--- src/rtl/mult_pipe_top.sv ---
// ---------------------------------------------------------------------------
// mult_pipe_top
//
// Elastic, pipelined multiplier. Each accepted operand pair is multiplied in
// unsigned or two's-complement mode. The product is truncated to N_OUT bits
// and carried through N_STAGES register stages. Both sides use a valid/ready
// handshake. Bubbles collapse, so a full stream moves one result per cycle.
//
// Optional feature macro: MULT_PIPE_SKID_EN
//   When defined, a 2-entry FIFO sits after the last stage. The outputs come
//   from the FIFO head. The FIFO adds one cycle of latency and two entries of
//   capacity, and it removes the combinational path from out_ready_i to
//   in_ready_o.
//
// Parameters:
//   N_IN      operand width
//   N_OUT     result width (1..2*N_IN)
//   N_STAGES  number of pipeline register stages (>= 1)
//
// Ports:
//   clk_ci       clock, rising edge
//   rst_i        asynchronous active-high reset
//   in_valid_i   operand pair valid
//   in_ready_o   block can accept the operand pair
//   signed_i     1 = two's-complement multiply, sampled with the operands
//   operand_a_i  multiplicand
//   operand_b_i  multiplier
//   out_valid_o  result valid
//   out_ready_i  downstream accepts the result
//   result_o     product (N_OUT LSBs of the full product)
//   inflight_o   number of valid entries held (stages plus skid entries)
// ---------------------------------------------------------------------------
module mult_pipe_top #(
    parameter int N_IN     = 2,
    parameter int N_OUT    = 4,
    parameter int N_STAGES = 2
) (
    input  logic                              clk_ci,
    input  logic                              rst_i,
    input  logic                              in_valid_i,
    output logic                              in_ready_o,
    input  logic                              signed_i,
    input  logic [N_IN-1:0]                   operand_a_i,
    input  logic [N_IN-1:0]                   operand_b_i,
    output logic                              out_valid_o,
    input  logic                              out_ready_i,
    output logic [N_OUT-1:0]                  result_o,
    output logic [$clog2(N_STAGES+3)-1:0]     inflight_o
);

    localparam int PW    = 2 * N_IN;
    localparam int CNT_W = $clog2(N_STAGES + 3);

    logic [PW-1:0]       ext_a;
    logic [PW-1:0]       ext_b;
    logic [N_OUT-1:0]    product;

    logic                in_fire;
    logic                out_fire;
    logic                last_ready;
    logic                chain_ready;

    logic [N_STAGES-1:0] stage_valid;
    logic [N_STAGES-1:0] stage_load;
    logic [N_STAGES-1:0] stage_move;
    logic [N_OUT-1:0]    stage_data [N_STAGES];

    logic [N_STAGES-1:0] feed_valid;
    logic [N_OUT-1:0]    feed_data  [N_STAGES];

    // Extend both operands to the full product width. The low 2*N_IN bits
    // of an unsigned multiply of the extended values are then correct for
    // both modes.
    always_comb begin
        if (signed_i) begin
            ext_a = {{N_IN{operand_a_i[N_IN-1]}}, operand_a_i};
            ext_b = {{N_IN{operand_b_i[N_IN-1]}}, operand_b_i};
        end else begin
            ext_a = {{N_IN{1'b0}}, operand_a_i};
            ext_b = {{N_IN{1'b0}}, operand_b_i};
        end
        product = N_OUT'(ext_a * ext_b);
    end

    // Ready ripples backwards from the output. A stage loads when it is
    // empty or when its content is leaving this cycle, so bubbles collapse.
    always_comb begin
        chain_ready = last_ready;
        stage_move  = '0;
        stage_load  = '0;
        for (int k = N_STAGES - 1; k >= 0; k--) begin
            stage_move[k] = stage_valid[k] && chain_ready;
            stage_load[k] = !stage_valid[k] || stage_move[k];
            chain_ready   = stage_load[k];
        end
    end

    assign in_ready_o = stage_load[0];
    assign in_fire    = in_valid_i && in_ready_o;
    assign out_fire   = out_valid_o && out_ready_i;

    // The value offered to each stage: the new product for stage 1, and the
    // previous stage's content for every later stage.
    always_comb begin
        feed_valid[0] = in_fire;
        feed_data[0]  = product;
        for (int k = 1; k < N_STAGES; k++) begin
            feed_valid[k] = stage_valid[k-1];
            feed_data[k]  = stage_data[k-1];
        end
    end

    // On load, a stage's valid bit copies its feed. This clears the bit when
    // the stage drains with nothing arriving behind it. The data register
    // only captures real entries, so a held result never changes under a
    // bubble.
    always_ff @(posedge clk_ci or posedge rst_i) begin
        if (rst_i) begin
            stage_valid <= '0;
            for (int k = 0; k < N_STAGES; k++) begin
                stage_data[k] <= '0;
            end
        end else begin
            for (int k = 0; k < N_STAGES; k++) begin
                if (stage_load[k]) begin
                    stage_valid[k] <= feed_valid[k];
                    if (feed_valid[k]) begin
                        stage_data[k] <= feed_data[k];
                    end
                end
            end
        end
    end

`ifdef MULT_PIPE_SKID_EN
    logic [N_OUT-1:0] fifo_data [2];
    logic             fifo_rd_ptr;
    logic             fifo_wr_ptr;
    logic [1:0]       fifo_count;
    logic             fifo_full;
    logic             fifo_push;
    logic             fifo_pop;

    // The last stage only looks at FIFO occupancy. This is what breaks the
    // combinational path from out_ready_i back to in_ready_o.
    assign fifo_full  = (fifo_count == 2'd2);
    assign last_ready = !fifo_full;
    assign fifo_push  = stage_move[N_STAGES-1];
    assign fifo_pop   = out_fire;

    assign out_valid_o = (fifo_count != 2'd0);
    assign result_o    = fifo_data[fifo_rd_ptr];

    // Two-entry FIFO with no bypass. A push and a pop in the same cycle
    // leave the count unchanged.
    always_ff @(posedge clk_ci or posedge rst_i) begin
        if (rst_i) begin
            fifo_data[0] <= '0;
            fifo_data[1] <= '0;
            fifo_rd_ptr  <= 1'b0;
            fifo_wr_ptr  <= 1'b0;
            fifo_count   <= 2'd0;
        end else begin
            if (fifo_push) begin
                fifo_data[fifo_wr_ptr] <= stage_data[N_STAGES-1];
                fifo_wr_ptr            <= ~fifo_wr_ptr;
            end
            if (fifo_pop) begin
                fifo_rd_ptr <= ~fifo_rd_ptr;
            end
            if (fifo_push && !fifo_pop) begin
                fifo_count <= fifo_count + 2'd1;
            end else if (fifo_pop && !fifo_push) begin
                fifo_count <= fifo_count - 2'd1;
            end
        end
    end
`else
    // Without the skid FIFO, the last stage drives the outputs directly and
    // advances on downstream ready.
    assign last_ready  = out_ready_i;
    assign out_valid_o = stage_valid[N_STAGES-1];
    assign result_o    = stage_data[N_STAGES-1];
`endif

    // Occupancy counter. It moves only when exactly one side transfers.
    always_ff @(posedge clk_ci or posedge rst_i) begin
        if (rst_i) begin
            inflight_o <= '0;
        end else if (in_fire && !out_fire) begin
            inflight_o <= inflight_o + CNT_W'(1);
        end else if (out_fire && !in_fire) begin
            inflight_o <= inflight_o - CNT_W'(1);
        end
    end

endmodule
--- config.mk ---
export PLATFORM = sky130hd
export DESIGN_NAME = mult_pipe_top
export DESIGN_NICKNAME = d
export VERILOG_FILES = /design/src/rtl/mult_pipe_top.sv
export SDC_FILE = /design/constraint.sdc
export NUM_CORES = 1
export LEC_CHECK = 0
export CAP_MARGIN = 20
export CORE_MARGIN = 3
export CORE_UTILIZATION = 45
export CTS_CLUSTER_SIZE = 30
export DETAILED_ROUTE_END_ITERATION = 8
export GPL_TIMING_DRIVEN = 1
export PLACE_DENSITY = 0.75
export REMOVE_ABC_BUFFERS = 1
export SLEW_MARGIN = 40
export SYNTH_ARGS = -nofsm -noshare
export SYNTH_HDL_FRONTEND = slang
export SYNTH_SLANG_ARGS = --single-unit
--- constraint.sdc ---
create_clock -name clk_ci -period 2.4 [get_ports clk_ci]
set_input_delay 0.48 -clock clk_ci [delete_from_list [all_inputs] [get_ports clk_ci]]
set_output_delay 0.48 -clock clk_ci [all_outputs]
set_load 0.05 [all_outputs]
Word level (Yosys, flattened, before mapping):

Index checks and enable logic that the tools add are counted.

* input bits: 9
* output and inout port bits: 9
* register bits after elaboration: 13
* word-level logic and storage cells: 26

* multiplexer cells: 4
* reduce and logical (&&, ||, !) cells: 14
* $mul: 1
* add/sub/neg operators: 2

Operators with widths (number)
* 4-bit 2-to-1 mux: 2
* 3-bit 2-to-1 mux: 2
* 1-bit logical AND: 5
* 1-bit logical NOT: 4
* 4-bit by 4-bit multiplier with 4-bit output: 1
* 2-bit AND reduction: 2
* 3-bit by 1-bit adder with 3-bit output (second input constant): 1
* 3-bit by 1-bit subtractor with 3-bit output (second input constant): 1
* 1-bit logical OR: 2
* 2-bit nonzero test: 1

Longest topological paths before layout:

* depth after elaboration: 9
* gate-level depth with buffers: 9

Worst setup path before layout:

No wires, ideal clock.

* path kind: flip-flop to flip-flop
* start: register stage_valid[1]
* end: register inflight_o[1]
* required time: 2.275 ns
* clock period less this slack: 2.650 ns
* setup slack: -0.250 ns
* setup time: 0.125 ns
* cell stages (with the launch flop): 8
* arrival time: 2.525 ns
* cell sequence: dfrtp_1 -> nand3b_1 -> nand2_1 -> inv_1 -> ha_1 -> inv_1 -> fa_1 -> mux2_2

* longest elaborated chain between the ends: 8

RTL lines
* start: declaration: RTL line 63 `logic [N_STAGES-1:0] stage_valid;`
* start signal: indexed assignment: RTL line 126 `stage_valid[k] <= feed_valid[k];`
* 1-bit logical NOT / 1-bit logical AND (equally long branches): RTL line 93, 92
* 1-bit logical OR (*): RTL line 93 `stage_load[k] = !stage_valid[k] || stage_move[k];`
* 1-bit logical AND (*): RTL line 92 `stage_move[k] = stage_valid[k] && chain_ready;`
* 1-bit logical OR (*): RTL line 93
* net in_ready_o: RTL line 41 `output logic in_ready_o,`
* 1-bit logical AND (*): RTL line 99 `assign in_fire = in_valid_i && in_ready_o;`
* net in_fire: RTL line 58 `logic in_fire;`
* 1-bit logical NOT: RTL line 192 `end else if (out_fire && !in_fire) begin`
* 1-bit logical AND: RTL line 192
* 2-bit nonzero test (no source line)
* end signal: assignment: RTL line 191 `inflight_o <= inflight_o + CNT_W'(1);`
* end signal: assignment: RTL line 193 `inflight_o <= inflight_o - CNT_W'(1);`
* end: declaration: RTL line 48 `output logic [$clog2(N_STAGES+3)-1:0] inflight_o`

The timed path passes the listed nets; every way through them passes the cells marked *.
A chain may end at the register's enable or synchronous reset.

Final worst setup path:

* start: input operand_a_i[0]
* end: register stage_data (netlist bit feed_data[3])

* longest elaborated chain between the ends: 2

RTL lines
* start: declaration: RTL line 43 `input logic [N_IN-1:0] operand_a_i,`
* 4-bit 2-to-1 mux: RTL line 75 `if (signed_i) begin`
* 4-bit by 4-bit multiplier with 4-bit output: RTL line 82 `product = N_OUT'(ext_a * ext_b);`
* end signal: indexed assignment: RTL line 128 `stage_data[k] <= feed_data[k];`
* end: declaration: RTL line 66 `logic [N_OUT-1:0] stage_data [N_STAGES];`

Every way passes these cells.

==> impl_metrics.csv <==
group,metric,value,unit
outcome,outcome,"finished clean",
grt,grt-ovfl-total,0,
timing,slew_headroom,0.6636,
grt,grt_pass1_vias,506,
timing,timing.final.crit_share,0.9484,
final_layout,post-route-util,0.7081,
synth,yosys.area_share.simple,0.1735,
flow_run,cap_violations,0,
final_layout,fin_cells,102,
die,die_h,44.61,um
drt,via_count,496,
timing,finalHoldViolations,0,
synth,synth-seq-cells,13,
synth,synth_top_family_by_area,"simple AND/OR/NAND/NOR gates",
die,start_util,0.4968,
placed_design,dp_slack,-0.1683,ns
pwr,p_total,865.4,uW
drt,drtIter0Drc,3,
placed_design,io_buffers,17,
timing,fin_skew,0.003171,ns
timing,rsz0062_at_grt,"no",
timing,fin_hold_ws,0.4751,ns
synth,yosysSeqAreaShare,0.4851,
die,core,1350,um^2
grt,grt_pass1_wl,2249,um
setup_path,critPathKind,"in2reg",
final_layout,antenna_cells,0,
drt,ant_nets,0,
synth,postSynthAreaPerCell,11.37,um^2
setup_path,cp.arrival,2.47,ns
timing,finalSetupViolations,0,
timing,maxSlewViolCount,0,
placed_design,place.detailed.hpwl,1020,um
cts,max-clock-path-buffers,2,
synth,synth_area_leaders,"dfrtp_1 49%, ha_1 9.3%, mux2_2 8.4%",
synth,syn_inst,59,
setup_path,critPathMaxFanout,2,
final_layout,fin_nets,103,
synth,synth_mux_area_frac,0.08396,
die,die_w,44.61,um
placed_design,place_area,922.1,um^2
synth,synth_top_cell_by_area,"dfrtp_1",
synth,synth_area,670.6,um^2
grt,antenna_found_initial,0,
pwr,vdd_drop_max,532.0,uV
synth,synth-adder-area-share,0.1231,
drt,routedWlPerCell,12.42,um
final_layout,regArea,325.3,um^2
timing,layout_setup_ws,0.1238,ns
final_layout,drive_gt1_frac,0.2299,
cts,insertion_delay,0.26,ns
timing,tightest_slew,0.5030,ns
pwr,p_per_area,905.3,nW/um^2
timing,finalSetupTns,0,ns
synth,ys.warnings.count,0,
placed_design,dpl.cell_count,98,
die,die_area,1990,um^2
final_layout,syn2layout_area_growth,42.54,%
drt,remaining_drc_errors,0,
final_layout,multi_input_area,339.1,um^2
drt,dr.pass1.iters,2,
grt,grt.total_usage,0.1566,
setup_path,cp-end-kind,"flop",
cts,cts.clk_slew.worst_paths,0.08,ns
timing,fmax,439.3,MHz
cts,clock_sinks,13,
drt,routed_wirelength,1267,um
setup_path,crit_required,2.59,ns
pwr,leakagePower,0.4769,nW
synth,synth_compound_area_frac,0.02799,
final_layout,n_fill_cell,101,
cts,cts_root_buf,"clkbuf_4",
placed_design,place_congestion,0.7388,
grt,grt_max_degree,14,
cts,htreeDepth,1,
drt,viasPerCell,4.863,
synth,synth_cell_types,19,
cts,hold_buffers,0,
cts,cts_tree,"built",
final_layout,design_area,955.9,um^2
setup_path,start_kind,"primary input",
cts,cts_inserted_buffers,3,
synth,yosysTopAreaCellShare,0.4851,
timing,period_minus_slack,2.276,ns
die,ios,18,
die,rows,13,
synth,synth_xor_area_frac,0.08955,
hold_path,min_path_type,"reg2reg",
[flip-flops by register name, indices dropped and copies added (netlist names)]
register / count
feed_data: 4
inflight_o: 3
result_o: 4
stage_valid: 2
[worst paths after layout]
check	startpoint	endpoint	slack [ns]	cells past startpoint
min reg2reg	inflight_o[2]	inflight_o[2]	0.48	1
max in group asynchronous	rst_i	stage_valid[0]	1.53	2
max reg2reg	stage_valid[1]	inflight_o[2]	0.59	9
min	inflight_o[2]	inflight_o[2]	0.48	1
min in group asynchronous	rst_i	feed_data[3]	0.54	2
max	operand_a_i[0]	feed_data[3]	0.12	9
[logic make-up (layout without fill, tap and decap cells)]
logic type                 after synthesis  after routing
adders and majority gates                6              6
xor gates and xnor gates                 6              6
and+or+nand+nor                         23             23
DFF                                     13             13
AOI/OAI and AO/OA                        3              3
muxes                                    5              5
buffers and inverters                    3             31
[cell usage in the layout, fill, tap and decap left out]
| cell type | instances |
|---|---|
| clkdlybuf4s50_1 | 15 |
| inv_1 | 3 |
| dlymetal6s2s_1 | 1 |
| o21ai_0 | 1 |
| ha_1 | 5 |
| nand3b_1 | 1 |
| and2_4 | 2 |
| and3_4 | 1 |
| fa_1 | 1 |
| nand2b_1 | 3 |
| dfrtp_1 | 13 |
| xor2_2 | 1 |
| mux2_2 | 5 |
| nor2_1 | 2 |
| xor2_1 | 3 |
| clkbuf_4 | 3 |
| xnor2_1 | 2 |
| buf_4 | 7 |
| nand3_1 | 1 |
| clkbuf_1 | 1 |
| nand2_1 | 11 |
| a21o_1 | 1 |
| buf_12 | 1 |
| and2_1 | 1 |
| and3_1 | 1 |
| a31oi_1 | 1 |
[cells in the mapped netlist]
cell type,n
mux2_2,5
nand3_1,1
o21ai_0,1
and2_1,1
xnor2_1,2
a21o_1,1
xor2_2,1
a31oi_1,1
nand2_1,11
and3_1,2
xor2_1,3
inv_1,3
nor2_1,2
ha_1,5
and2_4,2
dfrtp_1,13
nand3b_1,1
fa_1,1
nand2b_1,3
[routing by layer]
metal | part of all wire | wire, um | vias up | global-route usage
li1 | - | - | 250 | -
met2 | 0.51 | 645 | 9 | 0.2464
met3 | 0.041 | 52 | 2 | 0.03659
met1 | 0.44 | 557 | 235 | 0.2092
met5 | 0 | 0 | - | 0
met4 | 0.0095 | 12 | 0 | 0.05422
[layout make-up]
class / count / area share
multi-input cells: 43 / 0.3547
flip-flops and latches: 13 / 0.3403
clock buffers: 4 / 0.02749
well taps: 15 / 0.01963
inverters: 3 / 0.01178
repair buffers: 24 / 0.2461
[worst max-delay path, cell delays in order]
cell and delay [ns]:
clkdlybuf4s50_1 0.43, and3_4 0.18, ha_1 0.28, ha_1 0.29
ha_1 0.20, xor2_1 0.16, xnor2_1 0.13, a21o_1 0.15
a31oi_1 0.14
[power by group]
part | total [mW] | switching (mW) | internal (mW)
registers | 0.320 | 0.0431 | 0.277
logic | 0.416 | 0.247 | 0.169
clock network | 0.129 | 0.0651 | 0.0641
total | 0.865 | 0.355 | 0.511
[repair_timing]
item | in CTS | in global routing
endpoints found under the setup margin | 0 | 1
buffers inserted | 0 | 0
gates resized for setup | 0 | 2
hold endpoints to repair | 0 | 0
(Power assumes the default switching activity.)
